<file path="src/rtl/audio_seq_mixer.sv">
// -----------------------------------------------------------------------------
// audio_seq_mixer
//   N-channel square-wave step sequencer feeding a 1-bit sigma-delta mixer.
//   Each channel owns a row of a small pattern RAM holding half-periods (in
//   synth ticks, 0 = rest). While playing, every step latches one half-period
//   per channel, and the oscillators sound for the gated part of the step. The
//   number of channels whose square is high is accumulated against full scale
//   to produce a PDM bitstream.
//
//   Optional feature macro: AUDIO_VOLUME_EN
//     defined   : vol port present, channel weight 0..3, full scale 3*CHANNELS
//     undefined : each sounding channel weighs 1, full scale CHANNELS
//
// Ports
//   clk         in   system clock
//   rst         in   synchronous reset, active-high (also clears pattern RAM)
//   run         in   1 = play, 0 = stop/idle
//   wr_en       in   pattern write strobe (accepted in any state)
//   wr_ch       in   target channel; values >= CHANNELS are ignored
//   wr_addr     in   target step
//   wr_data     in   half-period to store
//   vol         in   2 bits per channel (AUDIO_VOLUME_EN only)
//   step        out  current step index
//   step_strobe out  1-cycle pulse at each step start
//   busy        out  1 while playing
//   audio       out  PDM audio bitstream
// -----------------------------------------------------------------------------
module audio_seq_mixer #(
   parameter int CHANNELS  = 2,
   parameter int STEPS     = 16,
   parameter int HP_W      = 7,
   parameter int SYNTH_DIV = 1024,
   parameter int SEQ_DIV   = 64,
   parameter int STEP_LEN  = 20,
   parameter int GATE_LEN  = 10
) (
   input  logic                                              clk,
   input  logic                                              rst,
   input  logic                                              run,
   input  logic                                              wr_en,
   input  logic [((CHANNELS > 1) ? $clog2(CHANNELS) : 1)-1:0] wr_ch,
   input  logic [((STEPS > 1) ? $clog2(STEPS) : 1)-1:0]       wr_addr,
   input  logic [HP_W-1:0]                                   wr_data,
`ifdef AUDIO_VOLUME_EN
   input  logic [2*CHANNELS-1:0]                             vol,
`endif
   output logic [((STEPS > 1) ? $clog2(STEPS) : 1)-1:0]       step,
   output logic                                              step_strobe,
   output logic                                              busy,
   output logic                                              audio
);

   localparam int CH_W   = (CHANNELS > 1) ? $clog2(CHANNELS) : 1;
   localparam int STEP_W = (STEPS > 1) ? $clog2(STEPS) : 1;
   localparam int PRE_W  = (SYNTH_DIV > 1) ? $clog2(SYNTH_DIV) : 1;
   localparam int SDV_W  = (SEQ_DIV > 1) ? $clog2(SEQ_DIV) : 1;
   localparam int SEQ_W  = $clog2(STEP_LEN + 1);
`ifdef AUDIO_VOLUME_EN
   localparam int FS     = 3 * CHANNELS;
`else
   localparam int FS     = CHANNELS;
`endif
   localparam int ACC_W  = $clog2(2 * FS);
   localparam int SUM_W  = ACC_W + 1;
   localparam int MIX_W  = $clog2(FS + 1);

   localparam logic [PRE_W-1:0]  PRE_LAST  = PRE_W'(SYNTH_DIV - 1);
   localparam logic [SDV_W-1:0]  SDV_LAST  = SDV_W'(SEQ_DIV - 1);
   localparam logic [SEQ_W-1:0]  STEP_LAST = SEQ_W'(STEP_LEN - 1);
   localparam logic [SEQ_W-1:0]  GATE_V    = SEQ_W'(GATE_LEN);
   localparam logic [STEP_W-1:0] STEP_MAX  = STEP_W'(STEPS - 1);
   localparam logic [CH_W:0]     CH_LIM    = (CH_W + 1)'(CHANNELS);
   localparam logic [SUM_W-1:0]  FS_V      = SUM_W'(FS);

   typedef enum logic {IDLE, PLAY} state_t;

   state_t              state;
   logic [PRE_W-1:0]    pre;         // clk cycles within the current synth tick
   logic [SDV_W-1:0]    sdiv;        // synth ticks within the current seq tick
   logic [SEQ_W-1:0]    sticks;      // seq ticks elapsed within the current step
   logic [HP_W-1:0]     hp   [CHANNELS];
   logic [HP_W-1:0]     cnt  [CHANNELS];
   logic [CHANNELS-1:0] sq;
   logic [ACC_W-1:0]    acc;
   logic [HP_W-1:0]     ram  [CHANNELS][STEPS];

   logic                synth_tick;
   logic                seq_tick;
   logic                step_end;
   logic                gate;
   logic [STEP_W-1:0]   step_next;
   logic [MIX_W-1:0]    mix;
   logic [SUM_W-1:0]    sum;

   always_comb begin
      synth_tick = (state == PLAY) && (pre == PRE_LAST);
      seq_tick   = synth_tick && (sdiv == SDV_LAST);
      step_end   = seq_tick && (sticks == STEP_LAST);
      gate       = (sticks < GATE_V);
      step_next  = (step == STEP_MAX) ? '0 : step + STEP_W'(1);
      // Squares are masked by the gate directly so a channel goes silent on
      // the very first cycle past the gate, not one cycle later.
      mix = '0;
      for (int c = 0; c < CHANNELS; c++) begin
         if (sq[c] && gate) begin
`ifdef AUDIO_VOLUME_EN
            mix = mix + MIX_W'(vol[2*c +: 2]);
`else
            mix = mix + MIX_W'(1);
`endif
         end
      end
      sum = SUM_W'(acc) + SUM_W'(mix);
   end

   // Pattern RAM: cleared by reset, written whenever wr_en is high. The hp
   // latch below reads the old contents on a same-cycle write.
   always_ff @(posedge clk) begin
      if (rst) begin
         for (int c = 0; c < CHANNELS; c++)
            for (int s = 0; s < STEPS; s++)
               ram[c][s] <= '0;
      end else if (wr_en && ({1'b0, wr_ch} < CH_LIM)) begin
         ram[wr_ch][wr_addr] <= wr_data;
      end
   end

   // Sequencer FSM, oscillators and sigma-delta mixer
   always_ff @(posedge clk) begin
      if (rst) begin
         state       <= IDLE;
         step        <= '0;
         step_strobe <= 1'b0;
         busy        <= 1'b0;
         audio       <= 1'b0;
         pre         <= '0;
         sdiv        <= '0;
         sticks      <= '0;
         acc         <= '0;
         sq          <= '0;
         for (int c = 0; c < CHANNELS; c++) begin
            hp[c]  <= '0;
            cnt[c] <= '0;
         end
      end else begin
         case (state)
            IDLE: begin
               busy        <= 1'b0;
               audio       <= 1'b0;
               step_strobe <= 1'b0;
               pre         <= '0;
               sdiv        <= '0;
               sticks      <= '0;
               acc         <= '0;
               sq          <= '0;
               for (int c = 0; c < CHANNELS; c++) cnt[c] <= '0;
               if (run) begin
                  state       <= PLAY;
                  busy        <= 1'b1;
                  step        <= '0;
                  step_strobe <= 1'b1;
                  for (int c = 0; c < CHANNELS; c++) hp[c] <= ram[c][0];
               end
            end

            PLAY: begin
               if (!run) begin
                  // Step index is kept; everything else returns to rest.
                  state       <= IDLE;
                  busy        <= 1'b0;
                  audio       <= 1'b0;
                  step_strobe <= 1'b0;
                  pre         <= '0;
                  sdiv        <= '0;
                  sticks      <= '0;
                  acc         <= '0;
                  sq          <= '0;
                  for (int c = 0; c < CHANNELS; c++) cnt[c] <= '0;
               end else begin
                  step_strobe <= step_end;
                  pre <= synth_tick ? '0 : pre + PRE_W'(1);
                  if (synth_tick) sdiv <= seq_tick ? '0 : sdiv + SDV_W'(1);
                  if (seq_tick) sticks <= step_end ? '0 : sticks + SEQ_W'(1);

                  if (step_end) begin
                     step <= step_next;
                     sq   <= '0;
                     for (int c = 0; c < CHANNELS; c++) begin
                        hp[c]  <= ram[c][step_next];
                        cnt[c] <= '0;
                     end
                  end else begin
                     for (int c = 0; c < CHANNELS; c++) begin
                        if (!gate) begin
                           sq[c] <= 1'b0;
                        end else if (synth_tick && (hp[c] != '0)) begin
                           if (cnt[c] == hp[c] - HP_W'(1)) begin
                              sq[c]  <= ~sq[c];
                              cnt[c] <= '0;
                           end else begin
                              cnt[c] <= cnt[c] + HP_W'(1);
                           end
                        end
                     end
                  end

                  // First-order sigma-delta: overflow past full scale emits a 1.
                  if (sum >= FS_V) begin
                     acc   <= ACC_W'(sum - FS_V);
                     audio <= 1'b1;
                  end else begin
                     acc   <= ACC_W'(sum);
                     audio <= 1'b0;
                  end
               end
            end

            default: state <= IDLE;
         endcase
      end
   end

endmodule

</file>
<file path="config.mk">
export PLATFORM = sky130hd
export DESIGN_NAME = audio_seq_mixer
export DESIGN_NICKNAME = d
export VERILOG_FILES = /design/src/rtl/audio_seq_mixer.sv
export SDC_FILE = /design/constraint.sdc
export NUM_CORES = 1
export LEC_CHECK = 0
export ABC_AREA = 1
export BUFFER_PORTS_ARGS = -buffer_cell sky130_fd_sc_hd__buf_4
export CELL_PAD_IN_SITES_DETAIL_PLACEMENT = 1
export CELL_PAD_IN_SITES_GLOBAL_PLACEMENT = 1
export CORE_MARGIN = 8
export CORE_UTILIZATION = 50
export DETAILED_ROUTE_END_ITERATION = 16
export PLACE_DENSITY = 0.85
export SLEW_MARGIN = 30
export SYNTH_ARGS = -nofsm -noshare
export SYNTH_HDL_FRONTEND = slang
export SYNTH_SLANG_ARGS = --single-unit
</file>
<file path="constraint.sdc">
create_clock -name clk -period 2.2 [get_ports clk]
set_input_delay 0.11 -clock clk [delete_from_list [all_inputs] [get_ports clk]]
set_output_delay 0.11 -clock clk [all_outputs]
set_load 0.005 [all_outputs]
</file>
==> flow_summary.ini <==
[grt]
antenna_found_initial = 0
grt_max_degree = 82
grt_pass1_wl_um = 68200
overflow = 0
grt_pass1_vias = 12100
grtUsageTotal_pct = 25.8

[setup_path]
critPathMaxStageDelay_ns = 0.37
cp-start-kind = register
rr_startpoint = step[1]
crit_buf_inv = 2
critPathCaptureType = register
worstSetupPathType = register to register
crit_top_cell = nand2_1
cp_max_fo = 14
startpoint = step[1]
path_delay_family = simple AND/OR/NAND/NOR gates
slowest_stage = dfxtp_1
cp.depth = 13
critical_path_required_ns = 2.50
path_cells = ha_2, nand2_1, inv_2, nand2_8, nand2_4, clkbuf_16, nand2_1, nand3_1, nand3_1, nand3_1, nand2_1, nand2_1, nand2_1
crit_arrival_ns = 2.63
r2r.worst_path.cells = 13
regToRegSetupSlack_ns = -0.13
timing.rr.end = hp[0][1]

[power]
ir_worst_vdd_mv = 0.900
p_int_mw = 9.98
p_switching_mw = 2.95
p_seq_share_pct = 49.0
swShare_pct = 22.8
pwr-share-clk_pct = 44.6
p_per_area_mw_per_mm2 = 792
p_comb_share_pct = 6.3
p_leak_nw = 6.49

[die]
die_area_mm2 = 0.0339
die_w_um = 184
core_area_mm2 = 0.0279
row_count = 61
floorplan.initialDensity_pct = 50.8
io_pins = 23
die_h_um = 184

[clocking]
root_buffer = clkbuf_16
cts_made_buffers = 31
clock-sinks = 285
cts_max_level = 1
clkTransAtPathRegs_ns = 0.07
clk_latency_ns = 0.58
cts_tree = done
cts_buffer_depth = 3

[timing]
max_freq_mhz = 429
tightest_slew_ns = 0.786
tns_ns = -0.408
setup_viol = 7
rsz0062_at_grt = true
relSlewSlack_pct = 47.3
fin_ws_ns = -0.128
hold_viol = 0
slew_violations = 0
period_share_pct = 106
min_period_ns = 2.33
fin_skew_ns = 0.0316

[run_status]
failed_checks = setup timing
status = complete, but fails checks

[place]
io_buffers = 22
dpl_cell_area_mm2 = 0.0150
dpl.hpwl_um = 27800
place_congestion = 0.846

[logic_synthesis]
yosys_warnings = 0
yosysSeqAreaShare_pct = 58.2
synthTopCellsByArea = edfxtp_1 (53%), nand3_1 (8.1%), nand2_1 (8.1%), nor2_1 (5.8%), nand3b_1 (5.1%)
synth_area_mm2 = 0.0141
yosysMostFrequentCell = nand2_1
synth_edf_count = 252
netlist_instances = 1511
synth_cell_type_count = 43
postSynth.asyncResetShare_pct = 0
synth_seq_cells = 285
avgSynthCellArea_um2 = 9.36
yosysTopAreaCell = edfxtp_1
synth_fp_nets = 1539
yosysTopAreaCellShare_pct = 53.5
ys.flop_type = edfxtp_1
synthTopCellsByCount = nand2_1 (304), edfxtp_1 (252), nand3_1 (228)

[run]
maxCapViolCount = 0

[final_layout]
final_area_mm2 = 0.0163
antennaDiodeCount = 0
synthToLayoutAreaGrowth_pct = 15.4
final_util_pct = 58.6
n_fill_cell = 3098
drive_gt1_share_pct = 11.8
nets = 1591

[route]
num_vias = 11600
drt-total-wl_um = 45900
ant_nets = 0
first_pass_iters = 6
wl_per_cell_um = 23.3
avgViaCountPerCell = 5.89
drt_iter0_drc = 1275
drc_errors = 0

[worst_hold_path]
hold_path_class = input port to register
holdPathStages = 4
hold_start = wr_data[0]
holdPathEnd = ram[1][105]
what timing repair did:
item / in CTS / in global routing
hold buffers: 2 / 0
endpoints found under the setup margin: 0 / 25
hold endpoints to repair: 7 / 0
setup buffers: 0 / 4
resized for setup: 0 / 16
per-layer routing:
metal  GRT usage [%]  up-vias  wire (µm)
li1                -     5117          -
met1            32.5     5715      18100
met2            43.9      595      22200
met3            4.41      150       3720
met4            9.65        0       1840
met5            1.04        -          0
logic make-up (layout without fill, tap and decap cells):
logic type                 Yosys count  after routing  share of synthesized area [%]
xor gates and xnor gates            25             25                           1.55
DFF                                285            285                           58.2
buffers and inverters              252            328                           7.84
AOI/OAI and AO/OA                   34             34                           1.40
and+or+nand+nor                    903            904                           29.9
adders and majority gates           12             12                           1.11
area by class of cell:
class	count	area, µm²	area share [%]
sequential	285	8230	50.4
multi-input combinational	975	4910	30.1
timing repair buffer	89	927	5.68
clock buffer	34	787	4.82
inverter	181	681	4.17
tap	378	473	2.90
clock inverter	24	323	1.98
placed cells by master (no fill, tap or decap), types with 2 or more instances in the layout:
master         Yosys  final
nand2_1          304    302
edfxtp_1         252    252
nand3_1          228    222
nor2_1           217    215
inv_1            174    174
nand3b_1          96     96
buf_4              0     68
clkbuf_16          0     36
dfxtp_1           33     32
xor2_1            20     20
a21oi_1           16     16
nor3_1            16     15
nand2_2           13     13
ha_1              11     10
buf_12             0     10
nand3_2            3      9
nand4_1            9      9
clkinv_1           1      8
bufinv_16          0      8
clkinv_2           0      6
o21ai_0            5      5
inv_2              6      5
xnor2_1            5      5
nor2_4             4      4
nor2_2             1      3
clkbuf_1          22      3
clkinvlp_4         0      3
nand2_4            1      2
nand2_8            0      2
nor4_1             2      2
o31ai_2            0      2
and3_2             2      2
o22ai_1            2      2
o21ai_1            2      2
or2_2              2      2
dlygate4sd3_1      0      2
buf_16             0      2
registers in the layout, indices dropped and copies added (netlist names):
signal       count
state            1
sdiv             6
sticks           5
ram            224
step             4
step_strobe      1
busy             1
acc              2
hp              14
cnt             14
sq               2
audio            1
pre             10
power by group through the flow:
| stage | sequential (mW) | clock (mW) | combinational [mW] |
|---|---|---|---|
| finish | 6.35 | 5.77 | 0.821 |
| global route | 6.37 | 5.94 | 0.891 |
| CTS | 6.34 | 5.77 | 0.805 |
| detailed placement | 6.45 | 0 | 0.780 |
| global placement | 6.42 | 0 | 0.730 |
| floorplan | 6.38 | 0 | 0.497 |
worst max path at each step:
stage | endpoint | slack (ns)
floorplan | hp[0][0] | 0.39
global placement | hp[0][6] | 0.18
detailed placement | hp[0][6] | 0.06
CTS | hp[0][1] | 0.02
global route | hp[0][1] | -0.18
finish | hp[0][1] | -0.13
worst reg2reg max path: stages (launching register included):
cell       delay (ns)
dfxtp_1          0.37
ha_2             0.22
nand2_1          0.10
inv_2            0.13
nand2_8          0.12
nand2_4          0.23
clkbuf_16        0.22
nand2_1          0.07
nand3_1          0.11
nand3_1          0.12
nand3_1          0.14
nand2_1          0.07
nand2_1          0.07
nand2_1          0.09
through the flow:
| stage | power [mW] | hold slack (ns) | setup WS, ns | instances |
|---|---|---|---|---|
| after floorplan | 6.88 | 0.284 | 0.393 | 1511 |
| after global placement | 7.15 | 0.412 | 0.177 | 1896 |
| after detailed placement | 7.23 | 0.423 | 0.0633 | 1896 |
| after CTS | 12.9 | 0.126 | 0.0177 | 1956 |
| after global routing | 13.2 | 0.165 | -0.178 | 1966 |
| final | 12.9 | 0.153 | -0.128 | 1966 |
Power figures use the tool's default switching activity.
